--- config.mk ---
export PLATFORM = sky130hd
export DESIGN_NAME = mdu_div_unit
export DESIGN_NICKNAME = d
export VERILOG_FILES = /design/src/rtl/mdu_div_unit_pkg.sv /design/src/rtl/mdu_div_step.sv /design/src/rtl/mdu_div_unit.sv
export SDC_FILE = /design/constraint.sdc
export NUM_CORES = 1
export LEC_CHECK = 0
export CORE_UTILIZATION = 45
export CTS_BUF_LIST = sky130_fd_sc_hd__clkbuf_4
export DETAILED_ROUTE_END_ITERATION = 7
export PLACE_DENSITY_LB_ADDON = 0.2
export SYNTH_ARGS = -nofsm -noshare
export SYNTH_HDL_FRONTEND = slang
export SYNTH_SLANG_ARGS = --single-unit
export TNS_END_PERCENT = 10
--- constraint.sdc ---
create_clock -name clk -period 2.8 [get_ports clk]
set_input_delay 0.42 -clock clk [delete_from_list [all_inputs] [get_ports clk]]
set_output_delay 0.42 -clock clk [all_outputs]
set_load 0.02 [all_outputs]
--- src/rtl/mdu_div_unit_pkg.sv ---
// Shared encodings for the M-extension iterative divider: op codes, FSM states, default width.
package mdu_div_unit_pkg;
  localparam int MDU_DATA_WIDTH = 32;

  localparam logic [1:0] MDU_DIV  = 2'd0;
  localparam logic [1:0] MDU_DIVU = 2'd1;
  localparam logic [1:0] MDU_REM  = 2'd2;
  localparam logic [1:0] MDU_REMU = 2'd3;

  typedef enum logic [1:0] {
    ST_IDLE = 2'd0,
    ST_CALC = 2'd1,
    ST_FIX  = 2'd2,
    ST_DONE = 2'd3
  } div_state_e;
endpackage

--- src/rtl/mdu_div_step.sv ---
// One combinational restoring-division iteration on unsigned magnitudes.
module mdu_div_step #(
  parameter int DATA_WIDTH = 32
) (
  input  logic [DATA_WIDTH-1:0] i_rem,
  input  logic [DATA_WIDTH-1:0] i_quo,
  input  logic [DATA_WIDTH-1:0] i_dvs,
  output logic [DATA_WIDTH-1:0] o_rem,
  output logic [DATA_WIDTH-1:0] o_quo
);
  logic [DATA_WIDTH:0] w_rem_sh;
  logic [DATA_WIDTH:0] w_trial;
  logic                w_neg;

  // Remainder stays below the divisor, so the top trial bit alone marks a borrow.
  assign w_rem_sh = {i_rem, i_quo[DATA_WIDTH-1]};
  assign w_trial  = w_rem_sh - {1'b0, i_dvs};
  assign w_neg    = w_trial[DATA_WIDTH];

  assign o_rem = w_neg ? w_rem_sh[DATA_WIDTH-1:0] : w_trial[DATA_WIDTH-1:0];
  assign o_quo = {i_quo[DATA_WIDTH-2:0], ~w_neg};
endmodule

--- src/rtl/mdu_div_unit.sv ---
// Iterative DIV/DIVU/REM/REMU unit: one restoring step per cycle, then sign fix-up.
// MDU_DIV_EARLY_OUT_EN: divide-by-zero and signed overflow complete straight from IDLE.
module mdu_div_unit
  import mdu_div_unit_pkg::*;
#(
  parameter int DATA_WIDTH = MDU_DATA_WIDTH
) (
  input  logic                  clk,
  input  logic                  rst,
  input  logic                  start_i,
  input  logic [1:0]            op_i,
  input  logic [DATA_WIDTH-1:0] rs1_i,
  input  logic [DATA_WIDTH-1:0] rs2_i,
  output logic                  busy_o,
  output logic                  done_o,
  output logic [DATA_WIDTH-1:0] result_o
);
  localparam int CW = $clog2(DATA_WIDTH);
  localparam logic [DATA_WIDTH-1:0] SMIN = {1'b1, {(DATA_WIDTH-1){1'b0}}};

  div_state_e            r_state, w_nxt;
  logic [CW-1:0]         r_cnt;
  logic [1:0]            r_op;
  logic                  r_sa, r_sb, r_div0, r_ovf;
  logic [DATA_WIDTH-1:0] r_rem, r_quo, r_dvs, r_result;

  logic                  w_sa, w_sb, w_div0, w_ovf, w_last;
  logic [DATA_WIDTH-1:0] w_abs_a, w_abs_b, w_step_rem, w_step_quo;
  logic [DATA_WIDTH-1:0] w_q_fix, w_r_fix, w_fix_res;

  // DIV and REM are the even op codes.
  assign w_sa    = ~op_i[0] & rs1_i[DATA_WIDTH-1];
  assign w_sb    = ~op_i[0] & rs2_i[DATA_WIDTH-1];
  assign w_abs_a = w_sa ? -rs1_i : rs1_i;
  assign w_abs_b = w_sb ? -rs2_i : rs2_i;
  assign w_div0  = (rs2_i == '0);
  assign w_ovf   = ~op_i[0] & (rs1_i == SMIN) & (rs2_i == '1);
  assign w_last  = (r_cnt == CW'(DATA_WIDTH-1));

`ifdef MDU_DIV_EARLY_OUT_EN
  logic                  w_special;
  logic [DATA_WIDTH-1:0] w_spec_res;
  assign w_special  = w_div0 | w_ovf;
  assign w_spec_res = w_div0 ? (op_i[1] ? rs1_i : '1) : (op_i[1] ? '0 : SMIN);
`endif

  mdu_div_step #(.DATA_WIDTH(DATA_WIDTH)) u_step (
    .i_rem (r_rem),
    .i_quo (r_quo),
    .i_dvs (r_dvs),
    .o_rem (w_step_rem),
    .o_quo (w_step_quo)
  );

  // With a zero divisor the datapath leaves |dividend| in r_rem, so the
  // sign-restored remainder is already the dividend; only the quotient needs overriding.
  assign w_q_fix   = r_div0 ? '1 :
                     r_ovf  ? SMIN :
                     ((r_op == MDU_DIV) && (r_sa ^ r_sb)) ? -r_quo : r_quo;
  assign w_r_fix   = r_ovf ? '0 :
                     ((r_op == MDU_REM) && r_sa) ? -r_rem : r_rem;
  assign w_fix_res = r_op[1] ? w_r_fix : w_q_fix;

  always_comb begin
    w_nxt  = r_state;
    busy_o = 1'b0;
    case (r_state)
      ST_IDLE: begin
        busy_o = start_i;
        if (start_i) begin
`ifdef MDU_DIV_EARLY_OUT_EN
          w_nxt = w_special ? ST_DONE : ST_CALC;
`else
          w_nxt = ST_CALC;
`endif
        end
      end
      ST_CALC: begin
        busy_o = 1'b1;
        if (w_last) w_nxt = ST_FIX;
      end
      ST_FIX: begin
        busy_o = 1'b1;
        w_nxt  = ST_DONE;
      end
      default: w_nxt = ST_IDLE;
    endcase
  end

  assign done_o   = (r_state == ST_DONE);
  assign result_o = r_result;

  always_ff @(posedge clk) begin
    if (rst) begin
      r_state  <= ST_IDLE;
      r_cnt    <= '0;
      r_op     <= MDU_DIV;
      r_sa     <= 1'b0;
      r_sb     <= 1'b0;
      r_div0   <= 1'b0;
      r_ovf    <= 1'b0;
      r_rem    <= '0;
      r_quo    <= '0;
      r_dvs    <= '0;
      r_result <= '0;
    end else begin
      r_state <= w_nxt;
      case (r_state)
        ST_IDLE: if (start_i) begin
          r_op   <= op_i;
          r_sa   <= w_sa;
          r_sb   <= w_sb;
          r_div0 <= w_div0;
          r_ovf  <= w_ovf;
          r_rem  <= '0;
          r_quo  <= w_abs_a;
          r_dvs  <= w_abs_b;
          r_cnt  <= '0;
`ifdef MDU_DIV_EARLY_OUT_EN
          if (w_special) r_result <= w_spec_res;
`endif
        end
        ST_CALC: begin
          r_rem <= w_step_rem;
          r_quo <= w_step_quo;
          r_cnt <= w_last ? '0 : r_cnt + 1'b1;
        end
        ST_FIX:  r_result <= w_fix_res;
        default: ;
      endcase
    end
  end
endmodule
Word-level counts from Yosys, hierarchy flattened

Cells that the tools add are included.
Widths: inputs -> output; s select.

Flip-flop bits (word level): 141
Input bits: 69
Output and inout bits: 34
Logic and storage cells: 63

$add $sub $neg: 6
Eq/ne operators: 9
Multiplexer cells: 20
Bitwise operators: 7
Reduce and logical (&&, ||, !) cells: 10

Operators with widths:

| kind                 | count |
|---|---|
| $mux 32              | 11 |
| $neg 32->32          | 4 |
| $pmux 32 s2          | 2 |
| $eq 32x32->1 const B | 2 |
| $sub 33x32->33       | 1 |
| $logic_not 32->1     | 1 |
| $mux 5               | 2 |
| $pmux 5 s2           | 1 |
| $eq 2x2->1 const B   | 3 |
| $pmux 2 s3           | 1 |
| $reduce_and 2->1     | 3 |
| $add 5x1->5 const B  | 1 |
| $eq 5x5->1 const B   | 1 |
| $and 1x1->1          | 4 |
| $logic_not 2->1      | 2 |
| $mux 2               | 2 |
| $ne 2x2->1 const B   | 2 |
| $eq 2x1->1 const B   | 1 |
| $logic_and 1x1->1    | 2 |
| $not 1->1            | 2 |
| $pmux 1 s2           | 1 |
| $reduce_bool 2->1    | 1 |
| $reduce_or 2->1      | 1 |
| $xor 1x1->1          | 1 |

Longest topological paths before layout

Gate-level depths: netlist of the first run.

Depth after elaboration: 6
Depth in mapped cells: 13
Depth with buffers taken out: 12

By module

A second synthesis of the first run with hierarchy kept.

Cells, all modules: 1419
Area, all modules: 10929.2 um2

By module, submodules not included:

| module       | instances | cells each | area an instance (um2) | seq. area each (um2) |
|---|---|---|---|---|
| mdu_div_unit | 1         | 1077       | 8440.6                 | 2822.7 |
| mdu_div_step | 1         | 342        | 2488.6                 | 0.0 |

Worst setup path before layout of the first run

No wires, ideal clock.

Path kind: reg-to-reg
From: register r_quo[31]
To: register r_rem[10]
Setup time: 0.126 ns
Arrival time: 2.820 ns
Data required time: 2.674 ns
Path slack: -0.146 ns
Cell stages (with the launch flop): 14
Path buffers: 2
Clock period less this slack: 2.946 ns
Cells stage by stage: dfxtp_1 inv_1 ha_1 fa_1 nand2b_1 a21o_1 a311oi_2 nor3b_1 o2111a_1 nor3_2 buf_2 buf_4 mux2i_1 o21ai_1

Word-level cells in the longest chain between the ends: 3

RTL lines:

| what                     | line                | source |
|---|---|---|
| start: declaration       | mdu_div_unit.sv:25  | `logic [DATA_WIDTH-1:0] r_rem, r_quo, r_dvs, r_result;` |
| start signal: assignment | mdu_div_unit.sv:116 | `r_quo <= w_abs_a;` |
| start signal: assignment | mdu_div_unit.sv:125 | `r_quo <= w_step_quo;` |
| $sub 33x32->33           | mdu_div_step.sv:17  | `assign w_trial = w_rem_sh - {1'b0, i_dvs};` |
| $mux 32                  | mdu_div_step.sv:20  | `assign o_rem = w_neg ? w_rem_sh[DATA_WIDTH-1:0] : w_trial[DATA_WIDTH-1:0];` |
| $pmux 32 s2              | mdu_div_unit.sv:108 | `case (r_state)` |
| end signal: assignment   | mdu_div_unit.sv:124 | `r_rem <= w_step_rem;` |
| end: declaration         | mdu_div_unit.sv:25  |  |

Every way passes these cells.
A chain may end at the register's enable or synchronous reset.

Final worst setup path of the first run

From: register r_quo[31]
To: register r_rem[15]

Same word-level chain as after synthesis.

==> reports/results.tsv, run 1 <==
metric	value	unit
CTS buffer count	17	
Yosys reg bits	141	
fin util	0.587	
count of input and output buffers	102	
Final HPWL DP	24.9	mm
met2 WL	13.7	mm
syn_nets	1535	
Slew Limit Fails	0	
Netlist cell types	79	
Root Driver	clkbuf_4	
DR top layer	met4	
Total Routing Usage GR	0.273	
Fin Setup TNS	-4.60	ns
final net count	1754	
critical path class	flip-flop to flip-flop	
Initial Utilization	0.459	
CTS max path bufs	2	
Synthesis Warnings	0	
initial antenna violation count	1	
final setup vio count	33	
FF-to-FF setup slack	-0.22	ns
RePlAce Congestion	0.911	
CTS Hold Bufs	0	
status	finished with violations	
largest net degree at the start of global routing	73	
Ports	103	
CTS sink cnt	141	
final non-filler cell total	1939	
Tcrit/Tclk final	1.08	
power per cell area	746	nW/µm²
Iter 0 DRT Violations	900	
R2R Path Start	r_quo[31]	
Critical Path AT	3.47	ns
failing checks	setup timing	
Post-Syn Area per Cell	7.33	µm²
worst path required time	3.26	ns
Worst Path Max Fanout	6	
number of flops mapped to enable cells by yosys	0	
RSZ-0062 raised after global routing	true	
drt first pass iters	5	
htree depth	4	
Gate Count Post-Synth	1421	
die area	23800	µm²
vias in the first global route	9958	
Vias per Instance	5.60	
reg2reg end	r_rem[15]	
post-synthesis sequential area ratio	0.271	
layout cells sized above 1	0.161	
Post-synth ARST share	0	
hold slack	0.302	ns
CTS clk-pin slew, worst paths	0.14	ns
DRT met1 WL	15.6	mm
Die Height	154	µm
Synth area leader	dfxtp_1	
Worst Setup Start Kind	flip-flop	
critical path capture point type	flip-flop	
Routed wire per std cell	16.6	µm
Inst Count DP	1898	
Slew HR	0.383	
top post-synthesis cells by area	dfxtp_1 27%, nand2_1 6.6%, a21oi_1 6.2%	
most frequent cell after synthesis	nand2_1	
Fmax	0.332	GHz
worst vdd ir	1060	µV
core area	22700	µm²
Synth Flop Type	dfxtp_1	
met3 WL	2.11	mm
static leakage	5.29	nW
first-pass GRT wire length	51.7	mm
die width	154	µm
top cell type's share of synthesized area	0.271	
Rows	55	
critical path launch point	r_quo[31]	
Least-Margin Pin Slew	0.923	ns
Max Cap Viol	0	
CTS tree	done	
Detail Route Antenna Nets	0	
Min Clock Period, post-route	3.02	ns
Remaining DRCs	0	
Final Skew	0.0231	ns
Worst Hold Class	input pin to flip-flop	
Final Hold Vio Count	0	
synthesized cell area	10400	µm²
Worst Setup EP	r_rem[15]	
final WL	32.2	mm
Layout area overhead	28.0	%
clk_lat worst skew	0.57	ns
GRT overflow	0	
total number of vias	10862	
final setup margin	-0.215	ns
r2r worst-path depth	14	
most frequent cells after synthesis	183 x nand2_1, 158 x nor2_1, 141 x dfxtp_1	
==> sequential cells by signal, indices dropped and copies added, names as in the netlist <==
| name | flops |
|---|---|
| r_dvs | 32 |
| r_quo | 32 |
| r_rem | 32 |
| result_o | 32 |
| r_cnt | 5 |
| r_op | 2 |
| r_state | 2 |
| r_div0 | 1 |
| r_ovf | 1 |
| r_sa | 1 |
| r_sb | 1 |
==> final cells by class <==
| type | instances | area, µm² |
|---|---|---|
| timing repair buffer | 287 | 2490 |
| tap | 285 | 357 |
| multi-input combinational | 1139 | 7210 |
| sequential | 141 | 2820 |
| clock buffer | 18 | 135 |
| antenna | 1 | 2.50 |
| inverter | 54 | 203 |
| clock inverter | 14 | 119 |
| fill | 2174 | 9370 |
==> worst max-delay path, cell delays in order, from the launching register on <==
cell and delay (ns):
dfxtp_2 0.37, inv_2 0.06, ha_4 0.16, fa_2 0.33, nand2b_4 0.15, a21o_1 0.18
a311oi_2 0.28, buf_4 0.18, nor3b_4 0.05, o2111a_2 0.31, nor3_4 0.22, buf_6 0.19
buf_12 0.12, mux2i_1 0.22, o21ai_1 0.08
==> how the worst min path moves through the flow <==
stage / startpoint / to / slack, ns / cells past startpoint
finish: rst / r_op[1] / 0.30 / 2
detailed placement: r_dvs[30] / r_dvs[30] / 0.45 / 2
global route: rst / result_o[11] / 0.28 / 2
global placement: r_dvs[22] / r_dvs[22] / 0.44 / 2
floorplan: r_dvs[22] / r_dvs[22] / 0.43 / 2
CTS: rst / r_op[1] / 0.25 / 2
==> cell usage in the layout (no fill, tap or decap), types with 8 or more instances in the layout <==
cell type | synthesis | routed
xnor2_1 | 72 | 72
xor2_1 | 67 | 67
a21o_1 | 22 | 22
clkdlybuf4s50_1 | 0 | 100
nor4_1 | 19 | 16
and2_1 | 13 | 12
a31oi_1 | 8 | 8
nand2_1 | 183 | 183
nand4_1 | 13 | 13
nor3_1 | 38 | 38
nor2b_1 | 10 | 10
or3_1 | 14 | 14
dfxtp_1 | 141 | 140
inv_1 | 54 | 53
nand2b_1 | 12 | 11
nor2_1 | 158 | 156
o31ai_1 | 22 | 22
a211oi_1 | 42 | 42
a21oi_1 | 130 | 129
mux2i_1 | 22 | 20
clkbuf_4 | 0 | 18
o21ai_0 | 99 | 90
nand3_1 | 10 | 9
o21ai_1 | 13 | 21
buf_4 | 1 | 177
or4_1 | 10 | 10
and3_1 | 9 | 9
ha_1 | 44 | 41
==> power by group <==
part	leakage [nW]	internal (mW)	switching, mW	total, mW
clock	0.134	0.448	0.797	1.25
combinational	4.00	2.42	3.29	5.71
sequential	1.15	2.50	0.501	3.00
total	5.29	5.37	4.59	9.95
==> per-layer routing <==
layer  track usage  up-vias
met1         0.393     4991
met3        0.0521       51
met5       0.00621        -
met4        0.0852        0
li1              -     5475
met2         0.410      345
==> metrics by stage <==
stage | power, mW | cell area (µm²) | setup WS (ns)
6_report | 9.95 | 13300 | -0.215
5_1_grt | 10.7 | 13300 | -0.400
4_1_cts | 9.86 | 13300 | -0.252
3_5_place_dp | 8.53 | 12900 | -0.349
3_3_place_gp | 8.46 | 12900 | -0.311
2_1_floorplan | 6.50 | 10400 | 0.0179
==> cells by family after synthesis <==
kind of cell               share of synthesized area
and+or+nand+nor                                0.240
AOI/OAI and AO/OA                              0.243
buffers and inverters                         0.0517
DFF                                            0.271
xor gates and xnor gates                       0.117
adders and majority gates                     0.0547
muxes                                         0.0222
==> timing repair <==
item                       4_1_cts  5_1_grt
setup endpoints to repair       33       43
setup buffers                    5        3
resized for setup               20       22
pin swaps                        9        9
cloned                           2        0
Note: power is estimated with default switching activity, not from simulation.
==> inputs of run 2 (changes only) <==
CAP_MARGIN = 10   (was default)
CORE_MARGIN = 2   (was default)
SYNTH_HIERARCHICAL = 1   (was default)
==> reports/results.tsv, run 2 <==
metric	value	unit
status	finished with violations	
failing checks	setup timing	
Slew HR	0.415	
Die Height	160	µm
final setup margin	-0.388	ns
count of input and output buffers	102	
Final Hold Vio Count	0	
clk_lat worst skew	0.59	ns
Fin Setup TNS	-9.45	ns
Worst Setup EP	r_rem[17]	
Final Skew	0.0204	ns
R2R Path Start	r_quo[31]	
Inst Count DP	1889	
Placement Cell Area	13100	µm²
RSZ-0062 raised after global routing	true	
Tcrit/Tclk final	1.14	
number of flops mapped to enable cells by yosys	0	
Multi-input gate area	7540	µm²
total number of vias	11095	
drt first pass iters	5	
Max Cap Viol	0	
largest net degree at the start of global routing	54	
Worst Path Max Fanout	7	
critical path launch point	r_quo[31]	
Synth Flop Type	dfxtp_1	
most frequent cell after synthesis	nor2_1	
final setup vio count	33	
CTS buffer count	17	
Layout area overhead	24.6	%
CTS clk-pin slew, worst paths	0.14	ns
synthesized cell area	10900	µm²
CTS max path bufs	2	
first-pass GRT wire length	54.6	mm
top post-synthesis cells by area	dfxtp_1 26%, xnor2_1 6.0%, nor2_1 5.4%	
Netlist cell types	82	
r2r worst-path depth	16	
layout cells sized above 1	0.178	
vias in the first global route	10423	
most frequent cells in the layout	158 x nor2_1, 158 x buf_4, 135 x dfxtp_1	
worst vdd ir	798	µV
post-synthesis sequential area ratio	0.258	
largest family of logic cells by synthesized area	compound AO/OA/AOI/OAI gates	
Synth Area in Compound Gates	0.248	
Post-synth ARST share	0	
syn_nets	1532	
final net count	1700	
Total Routing Usage GR	0.262	
final WL	34.0	mm
critical path class	flip-flop to flip-flop	
Iter 0 DRT Violations	913	
die area	25600	µm²
Fmax	0.314	GHz
post-synthesis adder-cell area fraction	0.0511	
mux cell area share after synthesis	0.0394	
Routed wire per std cell	17.6	µm
most frequent cells after synthesis	158 x nor2_1, 141 x dfxtp_1, 99 x a21oi_1	
Critical Path AT	3.66	ns
RePlAce Congestion	0.938	
Detail Route Antenna Nets	0	
Synth area leader	dfxtp_1	
Rows	57	
Final HPWL DP	26.0	mm
initial antenna violation count	1	
top cell type's share of synthesized area	0.258	
Slew Limit Fails	0	
reg2reg end	r_rem[17]	
CTS tree	done	
register area	2830	µm²
FF-to-FF setup slack	-0.39	ns
Least-Margin Pin Slew	0.877	ns
fill count	2362	
Synth Area in XOR/XNOR	0.109	
Yosys reg bits	141	
Remaining DRCs	0	
critical path capture point type	flip-flop	
worst path required time	3.27	ns
CTS sink cnt	141	
GRT overflow	0	
hold slack	0.254	ns
die width	160	µm
Synthesis Warnings	6	
Root Driver	clkbuf_4	
power per cell area	779	nW/µm²
Min Clock Period, post-route	3.19	ns
Post-Syn Area per Cell	7.70	µm²
final instance area	13600	µm²
Gate Count Post-Synth	1419	
final non-filler cell total	1929	
static leakage	5.41	nW
Synth Area in Simple Gates	0.221	
Initial Utilization	0.453	
htree depth	4	
Worst Hold Class	input pin to flip-flop	
Ports	103	
Vias per Instance	5.75	
core area	24100	µm²
Worst Setup Start Kind	flip-flop	
fin util	0.565	
[run 2: changes by cell type after synthesis, moves of 19 or more]
| cell | before | now |
|---|---|---|
| a21oi_1 | 130 | 99 |
| a22oi_1 | 6 | 44 |
| buf_4 | 1 | 31 |
| mux2_4 | 0 | 19 |
| nand2_1 | 183 | 93 |
| nand3_1 | 10 | 39 |
| o21ai_0 | 99 | 59 |
[run 2: cell families after synthesis]
family,after synthesis
adder cells (fa/ha/maj),44
buffers and inverters,176
multiplexers,33
XOR/XNOR,136
flip-flops,141
AO/OA/AOI/OAI,409
AND/OR/NAND/NOR,480
[run 2: metrics by stage]
step / power, mW / worst slack (ns)
finish: 10.6 / -0.388
global route: 11.3 / -0.578
CTS: 10.5 / -0.363
detailed placement: 9.02 / -0.353
global placement: 8.93 / -0.226
floorplan: 7.03 / -0.213
[run 2: area by class of cell]
class,instances,share of cell area
antenna,5,0.000919
clock buffer,20,0.0110
clock inverter,12,0.0102
inverter,60,0.0169
multi-input combinational,1102,0.554
sequential,141,0.208
tap,324,0.0298
timing repair buffer,265,0.170
[run 2: timing repair]
action                                  CTS  global route
hold buffers                              0             0
hold endpoints to repair                  0             0
buffers inserted                          2             0
endpoints found under the setup margin   33            34
gates resized for setup                  24             4
pin swaps                                11             8
gates cloned                              0             1
[run 2: worst min path at each step]
stage	start	endpoint	slack [ns]	cells past startpoint
floorplan	r_dvs[25]	r_dvs[25]	0.43	2
global placement	r_dvs[9]	r_dvs[9]	0.44	2
detailed placement	r_dvs[9]	r_dvs[9]	0.45	2
CTS	rst	r_state[0]	0.23	2
global route	rst	r_cnt[0]	0.25	2
finish	rst	r_state[0]	0.25	2
[run 2: where the power goes]
group,internal [mW],total [mW],switching [mW]
logic,2.62,6.14,3.52
registers,2.51,3.04,0.531
clock network,0.569,1.42,0.852
total,5.70,10.6,4.90
[run 2: worst max-delay path, cell delays in order, from the launching register on]
cell       delay (ns)
dfxtp_2          0.36
inv_2            0.04
ha_4             0.15
fa_2             0.33
and2b_1          0.25
o2111ai_2        0.14
a21oi_2          0.20
o2111ai_2        0.14
a211oi_2         0.24
nor2_2           0.08
mux2i_2          0.22
and2_4           0.21
inv_6            0.05
buf_12           0.14
mux2_4           0.30
a22oi_2          0.15
nor2_1           0.07
[run 2: per-layer routing]
layer  wire length [µm]  vias up  track usage  share of wire
met5                  0        -            0              0
met4                869        0       0.0885          0.026
met3               1970       58       0.0416          0.058
met2              14900      354        0.396           0.44
met1              16300     5217        0.379           0.48
li1                   -     5466            -              -
